<file path="src/rtl/pixel_compositor.sv">
// pixel_compositor: registered, layered RGB444 compositor for the VGA path.
// It draws, from highest to lowest priority: blanking, the mouse cursor, the
// target layers and a split-screen background. Each screen half has its own
// click-feedback flash tint, held for FLASH_FRAMES frames.
// Ports:
//   clk, rst             pixel clock, synchronous active-high reset
//   h_cnt, valid         current horizontal pixel, active-video flag
//   frame_start          one-cycle pulse at the start of each frame
//   mouse_x              cursor X, used to pick which half a left click flashes
//   mouse_left/right     button levels (edge detected internally)
//   enable_mouse_display current pixel is a cursor pixel; mouse_pixel = its colour
//   enable_target        per-target hit flags; target_color = packed RGB444 per target
//   vga_red/green/blue   registered RGB444 output
//   flash_active         {right, left} flash state
module pixel_compositor #(
  parameter int unsigned H_ACTIVE      = 640,
  parameter int unsigned NUM_TARGETS   = 4,
  parameter int unsigned FLASH_FRAMES  = 8,
  parameter logic [11:0] BG_COLOR      = 12'hfff,
  parameter logic [11:0] FLASH_COLOR_L = 12'hf5f,
  parameter logic [11:0] FLASH_COLOR_R = 12'h5ff
) (
  input  logic                      clk,
  input  logic                      rst,
  input  logic [9:0]                h_cnt,
  input  logic                      valid,
  input  logic                      frame_start,
  input  logic [9:0]                mouse_x,
  input  logic                      mouse_left,
  input  logic                      mouse_right,
  input  logic                      enable_mouse_display,
  input  logic [11:0]               mouse_pixel,
  input  logic [NUM_TARGETS-1:0]    enable_target,
  input  logic [12*NUM_TARGETS-1:0] target_color,
  output logic [3:0]                vga_red,
  output logic [3:0]                vga_green,
  output logic [3:0]                vga_blue,
  output logic [1:0]                flash_active
);

  localparam int unsigned CW       = 12;
  localparam logic [10:0] L_HALF   = 11'(H_ACTIVE / 2);
  localparam logic [10:0] L_END    = 11'(H_ACTIVE);
  localparam logic [7:0]  L_FRAMES = 8'(FLASH_FRAMES);

  typedef enum logic {S_IDLE = 1'b0, S_FLASH = 1'b1} state_t;

  logic          r_left_lvl, r_left_prev, r_right_lvl, r_right_prev;
  logic          w_left_rise, w_right_rise;
  logic [10:0]   w_mouse_x, w_h_cnt;
  logic [1:0]    w_trig;
  state_t        r_state [2];
  state_t        w_state_nxt [2];
  logic [7:0]    r_cnt [2];
  logic [7:0]    w_cnt_nxt [2];
  logic [1:0]    w_flash;
  logic          w_tgt_hit;
  logic [CW-1:0] w_tgt_rgb;
  logic [CW-1:0] w_rgb;
  logic [CW-1:0] r_rgb;

  // Button edge detect: the level is registered first, so a rise is seen one
  // cycle after the button is sampled high.
  always_ff @(posedge clk) begin
    if (rst) begin
      r_left_lvl   <= 1'b0;
      r_left_prev  <= 1'b0;
      r_right_lvl  <= 1'b0;
      r_right_prev <= 1'b0;
    end else begin
      r_left_lvl   <= mouse_left;
      r_left_prev  <= r_left_lvl;
      r_right_lvl  <= mouse_right;
      r_right_prev <= r_right_lvl;
    end
  end

  assign w_left_rise  = r_left_lvl & ~r_left_prev;
  assign w_right_rise = r_right_lvl & ~r_right_prev;
  assign w_mouse_x    = {1'b0, mouse_x};
  assign w_h_cnt      = {1'b0, h_cnt};

  // Left click flashes the half under the cursor; right click flashes both.
  assign w_trig[0] = w_right_rise | (w_left_rise & (w_mouse_x < L_HALF));
  assign w_trig[1] = w_right_rise |
                     (w_left_rise & (w_mouse_x >= L_HALF) & (w_mouse_x < L_END));

  // Flash FSM state register (index 0 = left half, 1 = right half).
  always_ff @(posedge clk) begin
    if (rst) begin
      for (int i = 0; i < 2; i++) begin
        r_state[i] <= S_IDLE;
        r_cnt[i]   <= 8'd0;
      end
    end else begin
      for (int i = 0; i < 2; i++) begin
        r_state[i] <= w_state_nxt[i];
        r_cnt[i]   <= w_cnt_nxt[i];
      end
    end
  end

  // Flash FSM next state: a trigger always reloads and beats a coincident
  // frame_start; otherwise frame_start counts the flash down.
  always_comb begin
    for (int i = 0; i < 2; i++) begin
      w_state_nxt[i] = r_state[i];
      w_cnt_nxt[i]   = r_cnt[i];
      if (w_trig[i]) begin
        w_state_nxt[i] = S_FLASH;
        w_cnt_nxt[i]   = L_FRAMES;
      end else if ((r_state[i] == S_FLASH) && frame_start) begin
        if (r_cnt[i] <= 8'd1) begin
          w_state_nxt[i] = S_IDLE;
          w_cnt_nxt[i]   = 8'd0;
        end else begin
          w_cnt_nxt[i] = r_cnt[i] - 8'd1;
        end
      end
    end
  end

  // Flash FSM outputs.
  always_comb begin
    w_flash = 2'b00;
    for (int i = 0; i < 2; i++) begin
      w_flash[i] = (r_state[i] == S_FLASH);
    end
  end

  assign flash_active = w_flash;

  // Lowest-index target wins: scan from the top so lower indices overwrite.
  always_comb begin
    w_tgt_hit = 1'b0;
    w_tgt_rgb = '0;
    for (int i = NUM_TARGETS - 1; i >= 0; i--) begin
      if (enable_target[i]) begin
        w_tgt_hit = 1'b1;
        w_tgt_rgb = target_color[CW*i +: CW];
      end
    end
  end

  // Layer priority for the current pixel.
  always_comb begin
    w_rgb = 12'h000;
    if (!valid) begin
      w_rgb = 12'h000;
    end else if (enable_mouse_display) begin
      w_rgb = mouse_pixel;
    end else if (w_tgt_hit) begin
      w_rgb = w_tgt_rgb;
    end else if (w_h_cnt < L_HALF) begin
      w_rgb = w_flash[0] ? FLASH_COLOR_L : BG_COLOR;
    end else if (w_h_cnt < L_END) begin
      w_rgb = w_flash[1] ? FLASH_COLOR_R : BG_COLOR;
    end
  end

  // One-cycle pixel pipeline register.
  always_ff @(posedge clk) begin
    if (rst) begin
      r_rgb <= '0;
    end else begin
      r_rgb <= w_rgb;
    end
  end

  assign vga_red   = r_rgb[11:8];
  assign vga_green = r_rgb[7:4];
  assign vga_blue  = r_rgb[3:0];

endmodule

</file>
<file path="config.mk">
export PLATFORM = sky130hd
export DESIGN_NAME = pixel_compositor
export DESIGN_NICKNAME = d
export VERILOG_FILES = /design/src/rtl/pixel_compositor.sv
export SDC_FILE = /design/constraint.sdc
export NUM_CORES = 1
export LEC_CHECK = 0
export ABC_AREA = 1
export BUFFER_PORTS_ARGS = -buffer_cell sky130_fd_sc_hd__buf_2
export CORE_ASPECT_RATIO = 1.2
export CORE_MARGIN = 3
export CORE_UTILIZATION = 45
export CTS_BUF_LIST = sky130_fd_sc_hd__clkbuf_8 sky130_fd_sc_hd__clkbuf_16
export CTS_CLUSTER_SIZE = 20
export DETAILED_ROUTE_END_ITERATION = 10
export HOLD_SLACK_MARGIN = 0.05
export PLACE_DENSITY = 0.79
export REMOVE_ABC_BUFFERS = 1
export SLEW_MARGIN = 20
export SYNTH_ARGS = -nofsm -noshare
export SYNTH_HDL_FRONTEND = slang
export SYNTH_SLANG_ARGS = --single-unit
</file>
<file path="constraint.sdc">
create_clock -name clk -period 2.5 [get_ports clk]
set_input_delay 0.5 -clock clk [delete_from_list [all_inputs] [get_ports clk]]
set_output_delay 0.5 -clock clk [all_outputs]
set_load 0.01 [all_outputs]
</file>
==> results.sh, run 1 <==
export IMPL_clock_latency_ps=290
export IMPL_cts_buffers=5
export IMPL_period_share=0.569
export IMPL_syn_avg_cell_area_um2=6.04
export IMPL_synthMuxAreaShare=0
export IMPL_cts_resized=0
export IMPL_ir_drop_mv=0.297
export IMPL_setup_slack_ps=1080
export IMPL_rsz0062_at_grt="false"
export IMPL_start_kind="input pin"
export IMPL_clockBufferDepth=2
export IMPL_drc_errors=0
export IMPL_grtUsageMet2=0.369
export IMPL_synth_compound_area_frac=0.139
export IMPL_fp_coreArea_um2=4360
export IMPL_path_common_cell="nand2_1"
export IMPL_met3_usage=0.0761
export IMPL_drive_gt1_frac=0.279
export IMPL_crit_path_max_fanout=13
export IMPL_cp_startpoint="enable_target[2]"
export IMPL_cp_arrival_ps=1640
export IMPL_postPlaceCellArea_um2=2580
export IMPL_r2r_setup_slack_ps=1120
export IMPL_wl_um=5380
export IMPL_cts_sinks=34
export IMPL_max_slew_margin=0.564
export IMPL_max_freq_mhz=703
export IMPL_worst_pin_slew_ps=651
export IMPL_cts_setup_buffers=0
export IMPL_synthAdderAreaFrac=0.0239
export IMPL_grt_max_degree=16
export IMPL_finish_instance_area_um2=2720
export IMPL_post_drt_via_cell_ratio=4.83
export IMPL_cap_violations=0
export IMPL_fin_total_pwr_mw=1.50
export IMPL_synthXorXnorAreaFrac=0.0251
export IMPL_firstDrtPassIters=5
export IMPL_grt_pass1_vias=2194
export IMPL_p_leak_nw=1.47
export IMPL_place_gp_congestion=0.846
export IMPL_power_density_nw_per_um2=552
export IMPL_reg2reg_to="r_cnt[0][2]"
export IMPL_slew_violations=0
export IMPL_syn_area_um2=2090
export IMPL_start_util=0.480
export IMPL_yosys_warnings=0
export IMPL_hold_start="mouse_left"
export IMPL_yosys_area_share_simple=0.390
export IMPL_status="finished, final reports clean"
export IMPL_fin_util=0.624
export IMPL_portBuffers=92
export IMPL_grt_pass1_wl_um=8900
export IMPL_cts_root_buf="clkbuf_8"
export IMPL_die_y_um=80.7
export IMPL_hold_depth=3
export IMPL_seq_area_frac_synth=0.325
export IMPL_hp_class="input pin to flop"
export IMPL_synth_top_family_by_area="simple AND/OR/NAND/NOR gates"
export IMPL_ctsHtreeMaxLevel=2
export IMPL_pre_cts_ws_ps=755
export IMPL_clock_skew_ps=5.33
export IMPL_required_ps=2720
export IMPL_critPathSlowestCell="nor2_1"
export IMPL_cts_tree="built"
export IMPL_fin_crit_ps=1420
export IMPL_dp_cells=485
export IMPL_netlist_instances=347
export IMPL_instances_no_fill=493
export IMPL_cpPeakStageDelay_ps=250
export IMPL_grt_usage=0.213
export IMPL_hold_violations=0
export IMPL_fin_setup_tns_ps=0
export IMPL_dieWidth_um=68.3
export IMPL_holdPathEnd="r_left_lvl"
export IMPL_holdBufCountCts=0
export IMPL_grt_busiest_layer="met2"
export IMPL_grt_ovfl_total=0
export IMPL_endpoint_kind="flop"
export IMPL_avgRoutedWirePerCell_um=10.9
export IMPL_ioPinCount=105
export IMPL_drt_iter0_drc=73
export IMPL_use_met1=0.220
export IMPL_timing_rr_start="r_cnt[0][0]"
export IMPL_setup_viol=0
export IMPL_crit_chain="buf_2 > inv_2 > nand2_1 > nor2_1 > nand2_1 > nand2_1 > o21ai_1 > a21oi_1"
export IMPL_postRouteAntennaNets=0
export IMPL_finalNetCount=531
export IMPL_crit_type="input pin to flop"
export IMPL_clk_pin_slew_ps=70
export IMPL_via_count=2381
export IMPL_fp_row_count=26
export IMPL_holdWs_ps=416
export IMPL_antenna_found_initial=0
export IMPL_reg2reg_depth=7
export IMPL_synth_distinct_cells=23
export IMPL_num_antenna_cells=0
export IMPL_dp_hpwl_um=4350
export IMPL_synthToLayoutAreaGrowth_pct=29.8
export IMPL_synth_ff_latch_count=34
export IMPL_die_area_um2=5510
[cells by family after synthesis]
| group | after synthesis |
|---|---|
| buf+inv | 51 |
| xor+xnor | 6 |
| flops | 34 |
| fa+ha+maj | 4 |
| simple gates | 196 |
| compound gates | 56 |
[area by class of cell]
class / instances / area [µm²]
clock inverter: 3 / 68.8
clock buffer: 5 / 68.8
sequential: 34 / 681
inverter: 40 / 153
tap: 56 / 70.1
timing repair buffer: 93 / 468
fill: 445 / 1640
multi-input combinational: 262 / 1210
[sequential cells by signal, summed over array words and instances (netlist names)]
| name | flops |
|---|---|
| r_right_prev | 1 |
| r_cnt | 16 |
| r_right_lvl | 1 |
| r_left_prev | 1 |
| r_left_lvl | 1 |
| r_rgb | 12 |
| r_state | 2 |
[placed cells by master (no fill, tap or decap), drive strengths merged]
| cell | n |
|---|---|
| clkbuf | 5 |
| a21oi | 31 |
| buf | 93 |
| xor2 | 6 |
| nor2 | 66 |
| nand2 | 104 |
| nand3 | 23 |
| o21ai | 24 |
| bufinv | 2 |
| a21boi | 1 |
| or2 | 1 |
| inv | 38 |
| nand4 | 2 |
| ha | 4 |
| clkinv | 3 |
| dfxtp | 34 |
[synth_stat cells (all sizes together)]
| master | number | area share |
|---|---|---|
| nand3 | 23 | 0.057 |
| a21oi | 31 | 0.074 |
| clkinv | 2 | 0.0048 |
| xor2 | 6 | 0.025 |
| clkbuf | 3 | 0.0054 |
| a21boi | 1 | 0.0054 |
| or2 | 1 | 0.0030 |
| buf | 8 | 0.019 |
| ha | 4 | 0.024 |
| inv | 38 | 0.068 |
| nor2 | 66 | 0.13 |
| o21ai | 24 | 0.059 |
| nand2 | 104 | 0.20 |
| nand4 | 2 | 0.0060 |
| dfxtp | 34 | 0.32 |
[critical path: cells and delay by family]
kind / cells / cell delay (ps)
compound gates: 2 / 250
buf+inv: 2 / 370
simple gates: 4 / 520
[metal layers]
| layer | up-vias | share of wire |
|---|---|---|
| li1 | 1259 | - |
| met1 | 1011 | 0.38 |
| met2 | 94 | 0.49 |
| met3 | 17 | 0.098 |
| met4 | 0 | 0.031 |
| met5 | - | 0 |
[worst max-delay path by stage]
stage	endpoint	slack [ps]	cells after the start
6_report	r_rgb[5]	1080	8
3_3_place_gp	r_rgb[4]	770	8
3_5_place_dp	r_rgb[4]	760	8
4_1_cts	r_rgb[4]	1060	8
5_1_grt	r_rgb[7]	920	8
2_1_floorplan	r_rgb[5]	950	7
[where the power goes]
part	leakage [nW]	total, mW	internal [mW]	switching (mW)
Clock	0.0683	0.603	0.399	0.203
Sequential	0.278	0.588	0.571	0.0175
Combinational	1.13	0.309	0.128	0.181
Power figures use the tool's default switching activity.
==> run 2, diff against run 1 <==
--- a/config.mk
+++ b/config.mk
@@ -5,16 +5,16 @@
 export SDC_FILE = /design/constraint.sdc
 export NUM_CORES = 1
 export LEC_CHECK = 0
-export ABC_AREA = 1
+export ABC_AREA = 0
 export BUFFER_PORTS_ARGS = -buffer_cell sky130_fd_sc_hd__buf_2
 export CORE_ASPECT_RATIO = 1.2
 export CORE_MARGIN = 3
-export CORE_UTILIZATION = 45
+export CORE_UTILIZATION = 40
 export CTS_BUF_LIST = sky130_fd_sc_hd__clkbuf_8 sky130_fd_sc_hd__clkbuf_16
 export CTS_CLUSTER_SIZE = 20
 export DETAILED_ROUTE_END_ITERATION = 10
 export HOLD_SLACK_MARGIN = 0.05
-export PLACE_DENSITY = 0.79
+export PLACE_DENSITY = 0.76
 export REMOVE_ABC_BUFFERS = 1
 export SLEW_MARGIN = 20
 export SYNTH_ARGS = -nofsm -noshare
==> constraint.sdc (replaced) <==
create_clock -name clk -period 1.15 [get_ports clk]
set_input_delay 0.23 -clock clk [delete_from_list [all_inputs] [get_ports clk]]
set_output_delay 0.23 -clock clk [all_outputs]
set_load 0.01 [all_outputs]
==> results.sh, run 2 <==
export IMPL_p_sw_frac=0.299
export IMPL_die_y_um=81.2
export IMPL_reg_largest_list="r_cnt: 16 flops, r_rgb: 12 flops, r_state: 2 flops"
export IMPL_power_density_nw_per_um2=974
export IMPL_drc_errors=0
export IMPL_grt_usage=0.224
export IMPL_clockPowerShare=0.274
export IMPL_cts_tree="built"
export IMPL_setup_viol=20
export IMPL_regMostFlops="r_cnt"
export IMPL_drive_gt1_frac=0.551
export IMPL_wl_um=6160
export IMPL_fin_crit_ps=1430
export IMPL_syn_avg_cell_area_um2=8.46
export IMPL_ir_drop_mv=0.541
export IMPL_cts_buffers=5
export IMPL_holdBufCountCts=0
export IMPL_hold_depth=2
export IMPL_synth_edff_count=0
export IMPL_p_comb_frac=0.304
export IMPL_hp_class="input pin to flop"
export IMPL_p_leak_nw=1.42
export IMPL_final_cell_mix="buf_2, buf_4, nor2_1"
export IMPL_layout_area_seq_um2=697
export IMPL_start_kind="flop"
export IMPL_fin_util=0.718
export IMPL_ioPinCount=105
export IMPL_largest_register_ffs=16
export IMPL_r2r_setup_slack_ps=-280
export IMPL_max_slew_margin=0.708
export IMPL_avgRoutedWirePerCell_um=14.6
export IMPL_dieWidth_um=68.7
export IMPL_fp_coreArea_um2=4390
export IMPL_start_util=0.430
export IMPL_synth_distinct_cells=45
export IMPL_failed_checks="negative setup slack"
export IMPL_synth_ff_latch_count=34
export IMPL_cp_arrival_ps=1640
export IMPL_dp_hpwl_um=4540
export IMPL_rsz0062_at_grt="true"
export IMPL_seq_power_share=0.422
export IMPL_yosys_warnings=0
export IMPL_fp_row_count=26
export IMPL_firstDrtPassIters=4
export IMPL_layout_commonest_cell="buf_2"
export IMPL_slew_violations=0
export IMPL_cpPeakStageDelay_ps=360
export IMPL_power_internal_mw=2.15
export IMPL_clockBufferDepth=2
export IMPL_synth_common_cells="dfxtp_1, nor2_1, nand2_1, inv_1, a221oi_1"
export IMPL_postRouteAntennaNets=0
export IMPL_async_reset_ff_frac=0
export IMPL_clock_skew_ps=7.42
export IMPL_required_ps=1360
export IMPL_crit_path_max_fanout=4
export IMPL_fillers=347
export IMPL_max_freq_mhz=700
export IMPL_crit_type="flop to flop"
export IMPL_finalNetCount=460
export IMPL_clk_pin_slew_ps=70
export IMPL_netSwitchingPower_uw=918
export IMPL_post_drt_via_cell_ratio=5.38
export IMPL_netlist_instances=223
export IMPL_synthTopCellsByArea="dfxtp_1, nor2_1, a221oi_1"
export IMPL_endpoint_kind="flop"
export IMPL_cts_root_buf="clkbuf_8"
export IMPL_instances_no_fill=421
export IMPL_antenna_found_initial=0
export IMPL_multi_input_comb_area_um2=1330
export IMPL_dp_cells=412
export IMPL_clock_latency_ps=290
export IMPL_reg2reg_depth=6
export IMPL_num_antenna_cells=0
export IMPL_ctsHtreeMaxLevel=2
export IMPL_grt_pass1_wl_um=9480
export IMPL_drt_iter0_drc=96
export IMPL_portBuffers=92
export IMPL_via_count=2265
export IMPL_hold_violations=0
export IMPL_cts_sinks=34
export IMPL_status="finished, violations left"
export IMPL_synth_top_area_cell="dfxtp_1"
export IMPL_netlist_area_leader_share=0.361
export IMPL_synth_most_common_cell="dfxtp_1"
export IMPL_period_share=1.24
export IMPL_synthToLayoutAreaGrowth_pct=67.0
export IMPL_crit_chain="inv_1 > ha_2 > o211ai_1 > buf_4 > nand4_1 > a21oi_1"
export IMPL_worst_pin_slew_ps=433
export IMPL_critPathSlowestCell="dfxtp_2"
export IMPL_grt_ovfl_total=0
export IMPL_place_gp_congestion=0.937
export IMPL_grt_pass1_vias=2189
export IMPL_dominantRegCellSynth="dfxtp_1"
export IMPL_grt_max_degree=17
export IMPL_cap_violations=0
export IMPL_setup_slack_ps=-279
export IMPL_seq_area_frac_synth=0.361
export IMPL_syn_area_um2=1890
export IMPL_die_area_um2=5580
==> run 2: what timing repair did <==
item | 4_1_cts | 5_1_grt
resized for setup | 44 | 22
buffers inserted | 1 | 2
pin swaps | 19 | 21
setup endpoints to repair | 22 | 31
hold endpoints to repair | 0 | 0
==> run 2: worst paths after layout <==
| kind | endpoint | from |
|---|---|---|
| setup reg to reg | r_cnt[0][0] | r_cnt[0][0] |
| hold / removal | r_right_lvl | mouse_right |
| hold reg to reg | r_right_prev | r_right_lvl |
| setup / recovery | r_cnt[0][0] | r_cnt[0][0] |
==> run 2: power by group through the flow <==
stage / registers (mW) / logic, mW / clock network, mW
3_3_place_gp: 1.30 / 0.779 / 0
5_1_grt: 1.30 / 1.02 / 0.905
6_report: 1.30 / 0.935 / 0.841
3_5_place_dp: 1.30 / 0.788 / 0
4_1_cts: 1.29 / 0.868 / 0.849
2_1_floorplan: 1.33 / 0.306 / 0
==> run 2: kinds of logic (layout without fill, tap and decap cells) <==
family | Yosys count | in the layout | share of synthesized area
simple gates | 89 | 89 | 0.259
compound gates | 62 | 62 | 0.245
flops | 34 | 34 | 0.361
buf+inv | 23 | 165 | 0.0570
xor+xnor | 11 | 11 | 0.0511
fa+ha+maj | 4 | 4 | 0.0265
==> run 2: routing by layer <==
layer | global-route usage | up-vias | share of wire
met1 | 0.244 | 1039 | 0.37
met4 | 0.0916 | 0 | 0.028
met5 | 0 | - | 0
met3 | 0.0567 | 18 | 0.078
li1 | - | 1103 | -
met2 | 0.403 | 105 | 0.52
==> run 2: worst max-delay path, delay by kind of cell (launching register included) <==
family / cells / cell delay, ps
AOI/OAI and AO/OA: 2 / 390
adders and majority gates: 1 / 210
buffers and inverters: 2 / 270
DFF: 1 / 360
and+or+nand+nor: 1 / 110
==> run 2: through the flow <==
stage / hold WS (ps) / TNS, ps / total power [mW] / instance area, µm² / worst slack, ps
floorplan: 299 / -2580 / 1.63 / 1830 / -211
global placement: 446 / -6450 / 2.08 / 2780 / -269
detailed placement: 451 / -7170 / 2.09 / 2780 / -316
CTS: 155 / -2470 / 3.01 / 3040 / -222
global route: 157 / -4680 / 3.23 / 3150 / -348
finish: 157 / -3140 / 3.07 / 3150 / -279
==> run 2: cell type report <==
| type | instances | area share |
|---|---|---|
| clock buffers | 5 | 0.0218 |
| well taps | 56 | 0.0222 |
| inverters | 14 | 0.0167 |
| repair buffers | 144 | 0.293 |
| multi-input cells | 166 | 0.422 |
| clock inverters | 2 | 0.00318 |
| flip-flops and latches | 34 | 0.221 |
==> run 3, diff against run 2 <==
--- a/config.mk
+++ b/config.mk
@@ -7,12 +7,13 @@
 export LEC_CHECK = 0
 export ABC_AREA = 0
 export BUFFER_PORTS_ARGS = -buffer_cell sky130_fd_sc_hd__buf_2
-export CORE_ASPECT_RATIO = 1.2
+export CORE_ASPECT_RATIO = 0.5
 export CORE_MARGIN = 3
 export CORE_UTILIZATION = 40
 export CTS_BUF_LIST = sky130_fd_sc_hd__clkbuf_8 sky130_fd_sc_hd__clkbuf_16
 export CTS_CLUSTER_SIZE = 20
 export DETAILED_ROUTE_END_ITERATION = 10
+export GPL_TIMING_DRIVEN = 0
 export HOLD_SLACK_MARGIN = 0.05
 export PLACE_DENSITY = 0.76
 export REMOVE_ABC_BUFFERS = 1
==> results.sh, run 3 (synthesis gave the netlist of run 2 again) <==
export IMPL_status="finished, violations left"
export IMPL_failed_checks="negative setup slack"
export IMPL_clk_pin_slew_ps=80
export IMPL_dieWidth_um=103
export IMPL_clockBufferDepth=2
export IMPL_reg_largest_list="r_cnt: 16 flops, r_rgb: 12 flops, r_state: 2 flops"
export IMPL_setup_viol=20
export IMPL_netSwitchingPower_uw=944
export IMPL_drt_iter0_drc=49
export IMPL_crit_chain="or3_4 > or3b_1 > xor2_1 > nor2_1"
export IMPL_max_slew_margin=0.608
export IMPL_endpoint_kind="flop"
export IMPL_start_kind="flop"
export IMPL_fin_crit_ps=1420
export IMPL_layout_commonest_cell="buf_2"
export IMPL_start_util=0.449
export IMPL_holdBufCountCts=0
export IMPL_rsz0062_at_grt="true"
export IMPL_grt_pass1_vias=2082
export IMPL_cts_tree="built"
export IMPL_ir_drop_mv=0.473
export IMPL_ioPinCount=105
export IMPL_power_internal_mw=2.10
export IMPL_fp_row_count=16
export IMPL_crit_path_max_fanout=4
export IMPL_portBuffers=92
export IMPL_hp_class="input pin to flop"
export IMPL_via_count=2209
export IMPL_drc_errors=0
export IMPL_p_sw_frac=0.310
export IMPL_p_leak_nw=1.26
export IMPL_die_area_um2=5630
export IMPL_finish_instance_area_um2=2920
export IMPL_fin_util=0.693
export IMPL_finalNetCount=425
export IMPL_antenna_found_initial=0
export IMPL_wl_met2_um=3490
export IMPL_place_gp_congestion=0.817
export IMPL_fin_total_pwr_mw=3.04
export IMPL_drive_gt1_frac=0.509
export IMPL_final_cell_mix="buf_2, nor2_1, dfxtp_1"
export IMPL_cap_violations=0
export IMPL_wl_um=6580
export IMPL_avgRoutedWirePerCell_um=17.1
export IMPL_crit_type="flop to flop"
export IMPL_critPathSlowestCell="or3_4"
export IMPL_largest_register_ffs=16
export IMPL_p_comb_frac=0.283
export IMPL_cts_sinks=34
export IMPL_worst_pin_slew_ps=582
export IMPL_grt_max_degree=26
export IMPL_clock_skew_ps=8.23
export IMPL_met3WireLength_um=465
export IMPL_cp_arrival_ps=1610
export IMPL_clockPowerShare=0.285
export IMPL_routed_top_layer="met4"
export IMPL_ctsHtreeMaxLevel=2
export IMPL_seq_power_share=0.432
export IMPL_post_drt_via_cell_ratio=5.75
export IMPL_cts_root_buf="clkbuf_8"
export IMPL_grt_usage=0.215
export IMPL_power_density_nw_per_um2=1040
export IMPL_cpPeakStageDelay_ps=400
export IMPL_required_ps=1340
export IMPL_grt_ovfl_total=0
export IMPL_clock_latency_ps=290
export IMPL_slew_violations=0
export IMPL_postRouteAntennaNets=0
export IMPL_dp_hpwl_um=3920
export IMPL_met1_length_um=2400
export IMPL_regMostFlops="r_cnt"
export IMPL_firstDrtPassIters=4
export IMPL_setup_slack_ps=-270
export IMPL_period_share=1.23
export IMPL_die_y_um=54.6
export IMPL_grt_pass1_wl_um=9270
export IMPL_cts_buffers=5
export IMPL_num_antenna_cells=0
export IMPL_hold_violations=0
export IMPL_synthToLayoutAreaGrowth_pct=54.5
export IMPL_fin_setup_tns_ps=-3690
export IMPL_max_freq_mhz=704
export IMPL_fp_coreArea_um2=4200
export IMPL_postPlaceCellArea_um2=2360
run 3: cell count changes in the layout (fill, tap and decap cells not counted), moves of 2 or more:
cell     delta
nand3_2     -2
buf_4      -36
inv_2       +2
dfxtp_2     -2
dfxtp_4     +3
nor2_1      -3
inv_1       -2
a21oi_1     +2
a21oi_2     -2
nor2_2      +3
run 3: routing by layer:
metal,track usage,vias up
met2,0.407,104
met5,0,-
met4,0.0903,0
li1,-,1035
met1,0.233,1044
met3,0.0560,26
run 3: power by group through the flow:
stage | clock (mW) | combinational, mW | sequential [mW]
after floorplan | 0 | 0.306 | 1.33
after global placement | 0 | 0.575 | 1.32
after detailed placement | 0 | 0.588 | 1.32
after CTS | 0.858 | 0.740 | 1.31
after global routing | 0.929 | 0.929 | 1.32
final | 0.867 | 0.862 | 1.31
run 3: worst max-delay path: cells and delay by family, from the launching register on:
family | cells | cell delay [ps]
XOR/XNOR | 1 | 150
AND/OR/NAND/NOR | 3 | 830
flip-flops | 1 | 350
run 3: layout make-up:
class,instances,area (µm²)
clock buffer,5,68.8
clock inverter,2,10.0
fill,335,1290
inverter,14,52.6
multi-input combinational,166,1320
sequential,34,706
tap,54,67.6
timing repair buffer,109,687
run 3: what timing repair did:
action | 4_1_cts | 5_1_grt
setup endpoints to repair | 31 | 31
gates resized for setup | 52 | 28
cloned | 0 | 1
endpoints found under the hold margin | 0 | 0
setup buffers | 13 | 4
pin swaps | 27 | 17
run 3: path summary, 6_finish.rpt:
check	start	end	slack, ps	depth (start not counted)
max reg2reg	r_cnt[0][0]	r_cnt[0][7]	-270	4
min reg2reg	r_right_lvl	r_right_prev	480	1
min	mouse_left	r_left_lvl	150	2
max	r_cnt[0][0]	r_cnt[0][7]	-270	4
run 3: stage by stage:
step	hold WS, ps	std cells	worst slack [ps]
2_1_floorplan	299	214	-211
3_3_place_gp	440	360	-454
3_5_place_dp	454	360	-480
4_1_cts	157	380	-240
5_1_grt	147	384	-338
6_report	153	384	-270
